[src/rtl/rshift_if.sv]
// Operand/result bundle for the sequential right shifter; the control side
// drives operands and start (master), the shifter drives results and status (slave).
interface rshift_if #(
   parameter int WIDTH  = 4,
   parameter int DIST_W = 4
);
   logic              start;
   logic              arith;
   logic [DIST_W-1:0] distance;
   logic [WIDTH-1:0]  in;
   logic [WIDTH-1:0]  out;
   logic              carry;
   logic              busy;
   logic              done;

   modport master (
      output start, arith, distance, in,
      input  out, carry, busy, done
   );

   modport slave (
      input  start, arith, distance, in,
      output out, carry, busy, done
   );
endinterface

[src/rtl/rshift.sv]
// Sequential right shifter (SHR/SAR), one bit per clock; done pulses min(distance,WIDTH)+1
// cycles after start; start is ignored while busy, and out/carry change only on completion.
module rshift #(
   parameter int WIDTH  = 4,
   parameter int DIST_W = 4
) (
   input  logic     clock,
   input  logic     reset_n,
   rshift_if.slave  bus
);
   localparam int CNT_W = $clog2(WIDTH + 1);

   typedef enum logic [1:0] {
      IDLE  = 2'd0,
      SHIFT = 2'd1,
      DONE  = 2'd2
   } state_t;

   state_t             state_q, state_d;
   logic [WIDTH-1:0]   work_q, work_d;
   logic [WIDTH-1:0]   out_q, out_d;
   logic [CNT_W-1:0]   cnt_q, cnt_d;
   logic               arith_q, arith_d;
   logic               sign_q, sign_d;
   logic               cin_q, cin_d;
   logic               carry_q, carry_d;
   logic               busy_q, busy_d;
   logic               done_q, done_d;

   logic [CNT_W-1:0]   n_eff;
   logic [WIDTH-1:0]   shifted;

   // Any distance at or beyond the operand width saturates to WIDTH.
   always_comb begin
      n_eff = CNT_W'(WIDTH);
      if (32'(bus.distance) < 32'(WIDTH)) begin
         n_eff = CNT_W'(bus.distance);
      end
   end

   assign shifted = {arith_q & sign_q, work_q[WIDTH-1:1]};

   always_comb begin
      state_d = state_q;
      work_d  = work_q;
      out_d   = out_q;
      cnt_d   = cnt_q;
      arith_d = arith_q;
      sign_d  = sign_q;
      cin_d   = cin_q;
      carry_d = carry_q;

      unique case (state_q)
         IDLE, DONE: begin
            state_d = IDLE;
            if (bus.start) begin
               work_d  = bus.in;
               arith_d = bus.arith;
               sign_d  = bus.in[WIDTH-1];
               cnt_d   = n_eff;
               cin_d   = 1'b0;
               if (n_eff == '0) begin
                  state_d = DONE;
                  out_d   = bus.in;
                  carry_d = 1'b0;
               end else begin
                  state_d = SHIFT;
               end
            end
         end
         SHIFT: begin
            work_d = shifted;
            cin_d  = work_q[0];
            cnt_d  = cnt_q - CNT_W'(1);
            // Results are published on the same edge as the final shift.
            if (cnt_q == CNT_W'(1)) begin
               state_d = DONE;
               out_d   = shifted;
               carry_d = cin_d;
            end
         end
         default: state_d = IDLE;
      endcase

      busy_d = (state_d == SHIFT);
      done_d = (state_d == DONE);
   end

   always_ff @(posedge clock) begin
      if (!reset_n) begin
         state_q <= IDLE;
         work_q  <= '0;
         out_q   <= '0;
         cnt_q   <= '0;
         arith_q <= 1'b0;
         sign_q  <= 1'b0;
         cin_q   <= 1'b0;
         carry_q <= 1'b0;
         busy_q  <= 1'b0;
         done_q  <= 1'b0;
      end else begin
         state_q <= state_d;
         work_q  <= work_d;
         out_q   <= out_d;
         cnt_q   <= cnt_d;
         arith_q <= arith_d;
         sign_q  <= sign_d;
         cin_q   <= cin_d;
         carry_q <= carry_d;
         busy_q  <= busy_d;
         done_q  <= done_d;
      end
   end

   assign bus.out   = out_q;
   assign bus.carry = carry_q;
   assign bus.busy  = busy_q;
   assign bus.done  = done_q;
endmodule

[src/flat_wrapper.sv]
// flat-port wrapper written by rule: the top's interface ports become plain ports
module rshift_flat 
#(
   parameter int WIDTH  = 4,
   parameter int DIST_W = 4
)
  (clock, reset_n, bus_start, bus_arith, bus_distance, bus_in, bus_out, bus_carry, bus_busy, bus_done);
  rshift_if #(.WIDTH(WIDTH), .DIST_W(DIST_W)) bus_i ();
  input  logic clock;
  input  logic reset_n;
  input wire logic [$bits(bus_i.start)-1:0] bus_start;
  input wire logic [$bits(bus_i.arith)-1:0] bus_arith;
  input wire logic [$bits(bus_i.distance)-1:0] bus_distance;
  input wire logic [$bits(bus_i.in)-1:0] bus_in;
  output wire logic [$bits(bus_i.out)-1:0] bus_out;
  output wire logic [$bits(bus_i.carry)-1:0] bus_carry;
  output wire logic [$bits(bus_i.busy)-1:0] bus_busy;
  output wire logic [$bits(bus_i.done)-1:0] bus_done;
  assign bus_i.start = bus_start;
  assign bus_i.arith = bus_arith;
  assign bus_i.distance = bus_distance;
  assign bus_i.in = bus_in;
  assign bus_out = bus_i.out;
  assign bus_carry = bus_i.carry;
  assign bus_busy = bus_i.busy;
  assign bus_done = bus_i.done;
  rshift #(.WIDTH(WIDTH), .DIST_W(DIST_W)) u_core (.clock(clock), .reset_n(reset_n), .bus(bus_i));
endmodule
[config.mk]
export PLATFORM = sky130hd
export DESIGN_NAME = rshift_flat
export DESIGN_NICKNAME = d
export VERILOG_FILES = /design/src/rtl/rshift_if.sv /design/src/rtl/rshift.sv /design/src/flat_wrapper.sv
export SDC_FILE = /design/constraint.sdc
export NUM_CORES = 1
export LEC_CHECK = 0
export ABC_AREA = 0
export CORE_MARGIN = 1
export CORE_UTILIZATION = 51
export CTS_BUF_LIST = sky130_fd_sc_hd__clkbuf_8
export CTS_CLUSTER_DIAMETER = 60
export CTS_CLUSTER_SIZE = 28
export DETAILED_ROUTE_END_ITERATION = 16
export DONT_BUFFER_PORTS = 1
export PLACE_DENSITY = 0.75
export SETUP_SLACK_MARGIN = 0.5
export SKIP_LAST_GASP = 1
export SLEW_MARGIN = 25
export SYNTH_ARGS = -nofsm -noshare
export SYNTH_HDL_FRONTEND = slang
export SYNTH_SLANG_ARGS = --single-unit
[constraint.sdc]
create_clock -name clock -period 4.67 [get_ports clock]
set_clock_uncertainty 0.15 [all_clocks]
set_input_delay 0.934 -clock clock [delete_from_list [all_inputs] [get_ports clock]]
set_output_delay 0.934 -clock clock [all_outputs]
set_load 0.02 [all_outputs]
# Word-level counts from Yosys, hierarchy flattened
# Index checks and enable logic that the tools add are counted.
[word_totals]
regBits = 18
latchBits = 0
ramBits = 0
mem_bits_ro = 0
n_memories = 0
[classes]
n_addsub = 1
n_mul = 0
n_div = 0
magnitude_cmp = 1
eq_ne = 8
shifts = 0
n_mux = 17
bitwise_logic = 1
reduce_logical = 7
[ops]
columns = ["operator", "n"]
rows = [
  ["4-bit 2-to-1 mux", 4],
  ["4-bit one-hot mux with 2 select lines", 2],
  ["2-bit 2-to-1 mux", 3],
  ["3-bit 2-to-1 mux", 2],
  ["3-bit one-hot mux with 2 select lines", 1],
  ["2-bit by 1-bit == test with 1-bit output (second input constant)", 2],
  ["2-bit == test (second input constant)", 2],
  ["4-bit by 3-bit < comparator with 1-bit output (second input constant)", 1],
  ["2-bit by 1-bit inequality test with 1-bit output (second input constant)", 2],
  ["2-bit one-hot mux with 2 select lines", 1],
  ["2-bit AND reduction", 2],
  ["4-bit AND reduction", 1],
  ["3-bit by 1-bit == test with 1-bit output (second input constant)", 1],
  ["3-bit zero test", 1],
  ["1-bit 2-to-1 mux", 3],
  ["3-bit by 1-bit subtractor with 3-bit output (second input constant)", 1],
  ["2-bit zero test", 1],
  ["2-bit inequality test (second input constant)", 1],
  ["1-bit one-hot mux with 2 select lines", 1],
  ["2-bit nonzero test", 1],
  ["2-bit OR reduction", 1],
  ["1-bit bitwise AND", 1],
]

# Depth between registers and ports, before layout
# Gate-level depths: netlist (run 1).
[depth]
depth_word = 7
mapped_depth = 7

# Worst setup path before layout (run 1)
# Ideal clock, no wire load.
[synth_path]
path_type = "input-to-reg"
start = "input bus_distance[2]"
end = "register u_core.out_q[1] (netlist: u_core.bus.out[1])"
t_arrival_ns = 1.651
required_ns = 4.404
slack_ns = 2.753
cell_stages = 5
path_buffers = 1
cell_sequence = "nor4_4 > o22a_2 > buf_6 > nand2_1 > o211a_1"
[synth_via]
elab_chain_len = 5
[synth_rtl]
columns = ["item", "line_no", "source"]
rows = [
  ["start: declaration", "flat_wrapper.sv:13", "input wire logic [$bits(bus_i.distance)-1:0] bus_distance;"],
  ["4-bit by 3-bit < comparator with 1-bit output", "rshift.sv:36", "if (32'(bus.distance) < 32'(WIDTH)) begin"],
  ["3-bit 2-to-1 mux (*)", "rshift.sv:36", ""],
  ["3-bit zero test (*)", "rshift.sv:62", "if (n_eff == '0) begin"],
  ["2-bit by 1-bit inequality test with 1-bit output (no line) (*)", "-", ""],
  ["4-bit AND reduction (no line) (*)", "-", ""],
  ["end signal: assignment", "rshift.sv:104", "out_q <= out_d;"],
  ["end: declaration", "rshift.sv:21", "logic [WIDTH-1:0] out_q, out_d;"],
]
# Mark *: on every way between the ends. The rest lies on a longest branch, timed or not.
# A chain may end at the register's enable or synchronous reset.

# Worst setup path in the final report (run 1)
[layout_path]
start = "input bus_start"
end = "register u_core.out_q[0] (netlist: u_core.bus.out[0])"
[layout_via]
elab_chain_len = 2
[layout_rtl]
columns = ["item", "line_no", "source"]
rows = [
  ["start: declaration", "flat_wrapper.sv:11", "input wire logic [$bits(bus_i.start)-1:0] bus_start;"],
  ["2-bit inequality test (no line)", "-", ""],
  ["4-bit AND reduction (no line)", "-", ""],
]
# Every way passes these cells.

==> reports/qor.txt, run 1 <==
crit path to = u_core.bus.out[0]
clk root buf = clkbuf_8
via count = 567
RSZ-0062 raised after global routing = false
Final Slew Violations = 0
cts repair resizes = 0
Worst Hold Class = register to register
clock share of power = 35.7%
critical path startpoint = bus_start
Tcrit/Tclk final = 38.3%
CTS clk-pin slew, worst paths = 0.07 ns
final setup fails = 0
Die Y = 42.0 um
Post-CTS Setup Inserts = 0
vias per inst = 5.67
Num CTS Buffers = 3
DRT Pass-1 Iters = 4
share of layout cells above drive strength 1 = 13.1%
commonest non-fill, non-tap cell in the layout = dfxtp_1
Internal Power = 0.000263 W
DRC Markers = 0
number of global-route vias before repair = 547
final hold viol count = 0
First DRT Iteration DRCs = 8
H-tree depth = 1
Syn Area/Cell = 9.60 um2
initial antenna violation count = 0
Die Area = 1760 um2
nets = 99
Port Buf Inserts = 0
worst path required time = 4.66 ns
most frequent cells in the layout = 18 x dfxtp_1, 16 x nand2_1, 8 x o211a_1, 4 x clkbuf_8
gr ovfl total = 0
worst slew pin tran = 0.368 ns
gpl congestion = 0.720
clk_lat worst skew = 0.25 ns
number of antenna diodes = 0
max cap viols = 0
crit end category = register
Max clock buf depth = 2
crit path kind = primary input to register
combinational group share of total power = 12.4%
setup slack, reg-to-reg = 3.13 ns
Post-DP Area = 803 um2
Crit path max-delay family = compound AO/OA/AOI/OAI gates
Placed Instances = 96
crit-path max cell delay = 0.31 ns
num ports = 19
core area = 1510 um2
fin area = 858 um2
Syn Inst Count = 85
Initial Util = 54.2%
cts hold-fix bufs = 0
fin crit period = 1.79 ns
synthesized cell area = 816 um2
crit path DAT = 1.78 ns
sequential share of power = 51.9%
FMAX = 559 MHz
setup TNS = 0 ns
Levels on crit path = 4
synth warn = 0
Yosys reg bits = 18
Mapped Nets = 99
total power = 0.000348 W
status = complete, no violations
Critical Path, Cell by Cell = nor2b_1 -> o22a_2 -> nand2_1 -> o211a_1
Psw = 0.0000857 W
Finished Layout Cells = 100
CTS tree = done
slowest CP cell = nor2b_1
WL/cell = 14.3 um
Worst Path Max Fanout = 12
Critical R2R Launch = u_core.cnt_q[1]
power per cell area = 406 nW/um2
Rows = 14
clk sinks = 18
VDD IR-drop max = 0.000373 V
Seq/Total Area, Yosys = 44.2%
largest net degree at the start of global routing = 20
Post-DRT Antenna Nets = 0
area delta synth->final = 5.21%
Buf+Inv Stages, Crit Path = 0
switching part of the total power = 24.6%
Slew HR = 75.5%
first-pass GRT wire length = 2400 um
DP Wirelength = 1070 um
Yosys cell types = 29
Leak Pwr = 0.426 nW
Die Wd = 42.0 um
Overall Global Routing Usage = 18.4%
final wirelength = 1430 um
Reg2Reg Depth = 5
worst reg2reg endpoint = u_core.bus.out[0]
Worst setup SP type = primary input
-- cell usage after synthesis --
cell      number  area (um2)
nand4_1        1        6.26
buf_2          2        10.0
a21boi_0       2        15.0
nor2_1         2        7.51
buf_6          1        11.3
nand3_1        2        10.0
nor2b_1        2        12.5
mux2i_1        3        30.0
nand2b_1       2        12.5
o21ai_0        2        10.0
a21oi_1        3        15.0
nor4_4         1        21.3
o211a_1        8        80.1
nand2_1       16        60.1
inv_1          2        7.51
nand2_2        1        6.26
dfxtp_1       18         360
and4b_2        1        11.3
and2_1         2        12.5
and2b_2        1        8.76
ha_1           2        25.0
and4bb_1       1        12.5
clkbuf_1       1        3.75
o22ai_1        2        12.5
and3_1         1        6.26
o22a_2         1        10.0
o21a_1         2        15.0
and2_2         2        15.0
buf_4          1        7.51
-- flip-flops by register name, summed over array words and instances (netlist names) --
signal,flops
u_core.bus.out,4
u_core.bus.done,1
u_core.sign_q,1
u_core.work_q,4
u_core.cnt_q,3
u_core.state_q,2
u_core.bus.carry,1
u_core.bus.busy,1
u_core.arith_q,1
-- kinds of logic after synthesis --
kind of cell	after synthesis	synth area share, %
simple gates	35	24.8
compound gates	20	19.3
flops	18	44.2
buf+inv	7	4.91
mux	3	3.68
fa+ha+maj	2	3.07
-- power groups by stage --
stage          Sequential, W  Clock, W  Combinational, W
2_1_floorplan       0.000182         0         0.0000412
5_1_grt             0.000183  0.000133         0.0000486
6_report            0.000181  0.000124         0.0000430
4_1_cts             0.000181  0.000128         0.0000437
3_5_place_dp        0.000184         0         0.0000437
3_3_place_gp        0.000184         0         0.0000416
-- layout make-up --
class / count / area, um2
fillers: 140 / 648
multi-input cells: 60 / 415
flip-flops and latches: 18 / 360
clock buffers: 4 / 55.1
well taps: 16 / 20.0
inverters: 2 / 7.51
-- worst min-delay path, delay by kind of cell (launching register included) --
kind               cells  cell delay [ns]
DFF                    1             0.31
and+or+nand+nor        1             0.04
AOI/OAI and AO/OA      1             0.06
-- metrics by stage --
step	utilization, %	worst slack (ns)	hold slack [ns]
final	57.0	2.88	0.311
after CTS	57.0	2.87	0.320
after floorplan	-	2.75	0.289
after global routing	57.0	2.80	0.352
after global placement	53.3	2.67	0.296
after detailed placement	53.3	2.63	0.310
-- per-layer routing --
| layer | vias up | GRT usage, % | part of all wire [%] |
|---|---|---|---|
| li1 | 295 | - | - |
| met1 | 255 | 21.5 | 44 |
| met2 | 15 | 31.3 | 50 |
| met3 | 2 | 6.47 | 5.0 |
| met4 | 0 | 5.81 | 1.2 |
| met5 | - | 0 | 0 |
-- how the worst min path moves through the flow --
stage / endpoint / depth (start not counted) / startpoint / slack (ns)
final: u_core.arith_q / 2 / u_core.arith_q / 0.31
after global routing: u_core.arith_q / 2 / u_core.arith_q / 0.35
after CTS: u_core.arith_q / 2 / u_core.arith_q / 0.32
after detailed placement: u_core.arith_q / 2 / u_core.arith_q / 0.31
after global placement: u_core.sign_q / 2 / u_core.sign_q / 0.30
after floorplan: u_core.sign_q / 2 / u_core.sign_q / 0.29
(Power assumes the default switching activity.)
==> inputs of run 2 (changes only) <==
Settings changed: PLACE_DENSITY 0.75 to 0.78.
Clock period 4.67 ns to 1.55 ns, I/O delays scaled along.
==> run 2 against run 1 <==
Critical path depth increased by 1. Power grew to 3.3 times the previous value. Clock-buffer cell count unchanged. Highest routed layer unchanged. Via count is 15% higher. Design area grew 21%. Critical endpoint is now u_core.bus.out[3]. Flip-flop and latch count unchanged.
==> reports/qor.txt, run 2 (synthesis results as in run 1) <==
Buf+Inv Stages, Crit Path = 1 (+1)
area of the multi-input gates = 523 um2 (+26%)
Num CTS Buffers = 3 (unchanged)
slowest CP cell = dfxtp_2
gr ovfl total = 0 (unchanged)
Final Slew Violations = 0 (unchanged)
fill count = 112 (-20%)
num ports = 19 (unchanged)
WHS Endpoint = u_core.bus.busy
Finished Layout Cells = 107 (+7.0%)
CTS tree = done
crit path kind = register to register
Leak Pwr = 0.460 nW (+8.2%)
Tcrit/Tclk final = 92.5%
fin crit period = 1.43 ns
crit path DAT = 1.44 ns (-0.34 ns)
core area = 1510 um2 (unchanged)
Max clock buf depth = 2 (unchanged)
First DRT Iteration DRCs = 10 (+2)
VDD IR-drop max = 0.000577 V (+55%)
crit-path max cell delay = 0.34 ns (+0.03 ns)
vias per inst = 6.07 (+7.1%)
Die Wd = 42.0 um (unchanged)
final wirelength = 1760 um (+23%)
WL/cell = 16.4 um (+15%)
Crit path max-delay family = compound AO/OA/AOI/OAI gates
most frequent cells in the layout = 13 x nand2_1, 8 x o211a_1, 7 x dfxtp_1, 6 x dfxtp_2
setup TNS = 0 ns (unchanged)
final hold viol count = 0 (unchanged)
Critical Path, Cell by Cell = inv_2 -> ha_4 -> and4bb_1 -> o22a_4 -> o211a_1
worst path required time = 1.55 ns (-3.11 ns)
clk root buf = clkbuf_8
FMAX = 697 MHz
number of antenna diodes = 0 (unchanged)
Overall Global Routing Usage = 21.8% (+3.5 points)
power per cell area = 1100 nW/um2 (+170%)
Rows = 14 (unchanged)
via count = 650 (+15%)
worst slew pin tran = 0.321 ns (-0.0470 ns)
share of layout cells above drive strength 1 = 47.3% (+34 points)
nets = 106 (+7.1%)
Critical R2R Launch = u_core.cnt_q[1]
Die Area = 1760 um2 (unchanged)
commonest non-fill, non-tap cell in the layout = nand2_1
initial antenna violation count = 0 (unchanged)
number of global-route vias before repair = 643 (+18%)
Post-DRT Antenna Nets = 0 (unchanged)
largest net degree at the start of global routing = 20 (unchanged)
Register Area = 387 um2 (+7.3%)
worst reg2reg endpoint = u_core.bus.out[3]
clk sinks = 18 (unchanged)
DP Wirelength = 1110 um (+3.4%)
final setup fails = 0 (unchanged)
Worst setup SP type = register
setup slack, reg-to-reg = 0.12 ns (-3.01 ns)
Worst Hold Class = primary input to register
clk_lat worst skew = 0.26 ns (about the same)
DRT Pass-1 Iters = 4 (unchanged)
Worst Path Max Fanout = 6 (-6)
min-delay src = reset_n
CTS clk-pin slew, worst paths = 0.07 ns (about the same)
hold slack = 0.0196 ns (-0.291 ns)
crit end category = register
status = complete, no violations
gpl congestion = 0.745 (+3.4%)
first-pass GRT wire length = 2880 um (+20%)
Hold Path Depth = 1 (-1)
max cap viols = 0 (unchanged)
Slew HR = 78.4% (+3.0 points)
Initial Util = 54.2% (unchanged)
Port Buf Inserts = 0 (unchanged)
RSZ-0062 raised after global routing = true
area delta synth->final = 27.6%
DRC Markers = 0 (unchanged)
H-tree depth = 1 (unchanged)
Placed Instances = 97 (+1.0%)
Reg2Reg Depth = 5 (unchanged)
Die Y = 42.0 um (unchanged)
run 2: cell types whose count changed in the layout (fill, tap and decap cells not counted), moves of 3 or more:
cell | before | now
buf_4 | 0 | 5
dfxtp_2 | 0 | 6
dfxtp_4 | 0 | 5
mux2i_1 | 3 | 0
dfxtp_1 | 18 | 7
nand2_1 | 16 | 13
run 2: timing repair:
action	CTS	global route
cloned	1	0
resized for setup	19	6
hold buffers	0	0
setup endpoints to repair	25	25
pin swaps	12	8
setup buffers	2	3
run 2: power by group:
group | switching (W) | internal (W) | total [W]
sequential | 0.0000504 | 0.000507 | 0.000557
clock | 0.000159 | 0.000226 | 0.000385
combinational | 0.0000934 | 0.000115 | 0.000208
run 2: worst max-delay path by stage:
stage / startpoint / endpoint / slack (ns) / depth (start not counted)
2_1_floorplan: u_core.cnt_q[1] / u_core.bus.out[0] / 0.10 / 6
6_report: u_core.cnt_q[1] / u_core.bus.out[3] / 0.12 / 5
4_1_cts: u_core.cnt_q[1] / u_core.bus.out[3] / 0.13 / 5
3_3_place_gp: u_core.cnt_q[1] / u_core.bus.out[0] / 0.12 / 5
5_1_grt: u_core.cnt_q[1] / u_core.bus.out[1] / 0.09 / 5
3_5_place_dp: u_core.cnt_q[1] / u_core.bus.out[3] / 0.1 / 5
run 2: per-stage QoR:
step	total power, W	util, %	worst slack [ns]	cell area [um2]
global placement	0.000704	57.1	0.124	860
CTS	0.00113	66.0	0.127	995
finish	0.00115	69.1	0.116	1040
global route	0.00120	69.1	0.0860	1040
detailed placement	0.000712	57.1	0.0974	860
floorplan	0.000699	-	0.102	877
run 2: cell type report:
class,instances,area share (%)
multi-input cells,61,50.2
flip-flops and latches,18,37.1
clock buffers,4,5.29
repair buffers,6,4.69
well taps,16,1.92
inverters,2,0.721
run 2: per-layer routing:
metal | GRT usage [%] | vias up | part of all wire, %
li1 | - | 318 | -
met1 | 26.8 | 315 | 42
met2 | 35.3 | 12 | 52
met3 | 2.59 | 5 | 2.8
met4 | 15.5 | 0 | 2.6
met5 | 0 | - | 0
==> inputs of run 3 (changes only) <==
Settings changed: GPL_TIMING_DRIVEN set to 0.
==> run 3 against run 2 <==
The flow now finishes with violations (setup timing). Combinational power grew 45%. Worst setup slack lost 0.13 ns. Critical path depth grew 1. Design area grew 16%. Die area is the same. Register-to-register slack lost 0.13 ns. Non-clock buffer count grew 11. Power grew 9.4%. Hold slack gained 0.021 ns. Cell count grew 10%. First-iteration DRC count grew 50%. Critical endpoint unchanged. Largest power group unchanged.
==> reports/qor.txt, run 3 (synthesis results as in run 1) <==
status = finished with violations
failing checks = setup timing
Critical Path, Cell by Cell = inv_2 -> ha_4 -> and4bb_1 -> o22a_2 -> buf_6 -> o211a_1
first-pass GRT wire length = 2720 um (-5.8%)
Overall Global Routing Usage = 20.2% (-1.7 points)
Worst Hold Class = primary input to register
Hold Path Depth = 2 (+1)
setup TNS = -0.0249 ns (-0.0249 ns)
gr ovfl total = 0 (unchanged)
clk root buf = clkbuf_8
final setup fails = 2 (+2)
CTS tree = done
most frequent cells in the layout = 13 x nand2_1, 9 x buf_4, 8 x o211a_1, 7 x dfxtp_1, 7 x dfxtp_2
commonest non-fill, non-tap cell in the layout = nand2_1
core area = 1510 um2 (unchanged)
DRT Pass-1 Iters = 4 (unchanged)
Max clock buf depth = 2 (unchanged)
combinational group share of total power = 24.0% (+5.9 points)
Worst Path Max Fanout = 5 (-1)
CTS clk-pin slew, worst paths = 0.07 ns (about the same)
Die Y = 42.0 um (unchanged)
Post-DP Area = 897 um2 (+4.4%)
Slew HR = 68.0% (-10 points)
crit path kind = register to register
Reg2Reg Depth = 6 (+1)
Num CTS Buffers = 3 (unchanged)
fin crit period = 1.56 ns (+0.130 ns)
number of global-route vias before repair = 613 (-4.7%)
Initial Util = 54.2% (unchanged)
Setup WS pre-CTS = 0.0353 ns (-0.0620 ns)
First DRT Iteration DRCs = 15 (+5)
nets = 117 (+10%)
power per cell area = 1050 nW/um2 (-5.3%)
Die Area = 1760 um2 (unchanged)
Port Buf Inserts = 0 (unchanged)
final wirelength = 2040 um (+16%)
share of layout cells above drive strength 1 = 56.9% (+9.6 points)
Worst setup SP type = register
Internal Power = 0.000903 W (+6.6%)
initial antenna violation count = 0 (unchanged)
num ports = 19 (unchanged)
FMAX = 639 MHz (-8.3%)
Post-DRT Antenna Nets = 0 (unchanged)
worst slew pin tran = 0.480 ns (+0.159 ns)
crit end category = register
worst reg2reg endpoint = u_core.bus.out[3]
vias per inst = 6.04 (-0.53%)
Die Wd = 42.0 um (unchanged)
clock share of power = 31.7% (-1.8 points)
RSZ-0062 raised after global routing = true
clk sinks = 18 (unchanged)
final setup margin = -0.0138 ns (-0.130 ns)
setup slack, reg-to-reg = -0.01 ns (-0.13 ns)
area delta synth->final = 47.4%
number of antenna diodes = 0 (unchanged)
Psw = 0.000355 W (+17%)
VDD IR-drop max = 0.000798 V (+38%)
fill count = 94 (-16%)
gpl congestion = 0.742 (-0.43%)
crit-path max cell delay = 0.34 ns (about the same)
final hold viol count = 0 (unchanged)
Rows = 14 (unchanged)
slowest CP cell = dfxtp_2
worst path required time = 1.55 ns (about the same)
crit path DAT = 1.56 ns (+0.12 ns)
Register Area = 384 um2 (-0.65%)
Leak Pwr = 0.551 nW (+20%)
area of the multi-input gates = 559 um2 (+6.9%)
cts hold-fix bufs = 0 (unchanged)
Critical R2R Launch = u_core.cnt_q[1]
sequential share of power = 44.4% (-4.0 points)
Tcrit/Tclk final = 101% (+8.4 points)
H-tree depth = 1 (unchanged)
DRC Markers = 0 (unchanged)
total power = 0.00126 W (+9.4%)
WL/cell = 17.3 um (+5.1%)
min-delay src = bus_in[3]
switching part of the total power = 28.2% (+1.8 points)
WHS Endpoint = u_core.sign_q
max cap viols = 0 (unchanged)
fin area = 1200 um2 (+16%)
clk_lat worst skew = 0.26 ns (about the same)
via count = 713 (+9.7%)
largest net degree at the start of global routing = 11 (-45%)
Final Slew Violations = 0 (unchanged)
## run 3: cell types whose count changed in the layout (fill, tap and decap cells not counted), moves of 2 or more
cell      previous run  this run
buf_4                5         9
buf_12               0         3
buf_6                1         4
a21boi_0             2         0
a21oi_1              2         0
a21oi_2              0         2
## run 3: power groups by stage
stage,combinational [W],sequential [W],clock (W)
3_3_place_gp,0.000165,0.000559,0
2_1_floorplan,0.000145,0.000554,0
6_report,0.000301,0.000558,0.000398
4_1_cts,0.000211,0.000553,0.000400
5_1_grt,0.000319,0.000562,0.000408
3_5_place_dp,0.000170,0.000562,0
## run 3: what timing repair did
| action | in CTS | in global routing |
|---|---|---|
| setup buffers | 3 | 8 |
| cloned | 1 | 1 |
| gates resized for setup | 18 | 21 |
| pin swaps | 4 | 9 |
| endpoints found under the setup margin | 25 | 25 |
## run 3: per-stage QoR
step | hold WS (ns) | util (%) | std cells
2_1_floorplan | 0.289 | - | 85
3_3_place_gp | 0.295 | 59.6 | 101
3_5_place_dp | 0.306 | 59.6 | 101
4_1_cts | 0.0337 | 69.3 | 109
5_1_grt | 0.0538 | 79.8 | 118
6_report | 0.0410 | 79.8 | 118
## run 3: worst max path at each step
stage                    startpoint                 to  cells after the start
floorplan           u_core.cnt_q[1]  u_core.bus.out[0]                      6
global placement    u_core.cnt_q[1]  u_core.bus.out[3]                      6
detailed placement  u_core.cnt_q[1]  u_core.bus.out[3]                      6
CTS                 u_core.cnt_q[1]  u_core.bus.out[0]                      6
global route        u_core.cnt_q[1]   u_core.bus.carry                      7
finish              u_core.cnt_q[1]  u_core.bus.out[3]                      6
## run 3: area by class of cell
class / instances / share of cell area [%]
multi-input combinational: 61 / 46.5
inverter: 2 / 0.624
timing repair buffer: 12 / 9.47
clock buffer: 4 / 4.58
buffer: 5 / 5.20
tap: 16 / 1.66
sequential: 18 / 31.9
## run 3: critical path: cells and delay by family, from the launching register on
family / cells / cell delay [ns]
flip-flops: 1 / 0.34
AND/OR/NAND/NOR: 1 / 0.20
AO/OA/AOI/OAI: 2 / 0.43
adder cells (fa/ha/maj): 1 / 0.15
buffers and inverters: 2 / 0.19
## run 3: layer usage
metal	wire length (um)	vias up	GRT usage [%]
li1	-	331	-
met1	870	359	26.0
met2	1070	21	33.4
met3	78	2	3.88
met4	23	0	7.74
met5	0	-	0
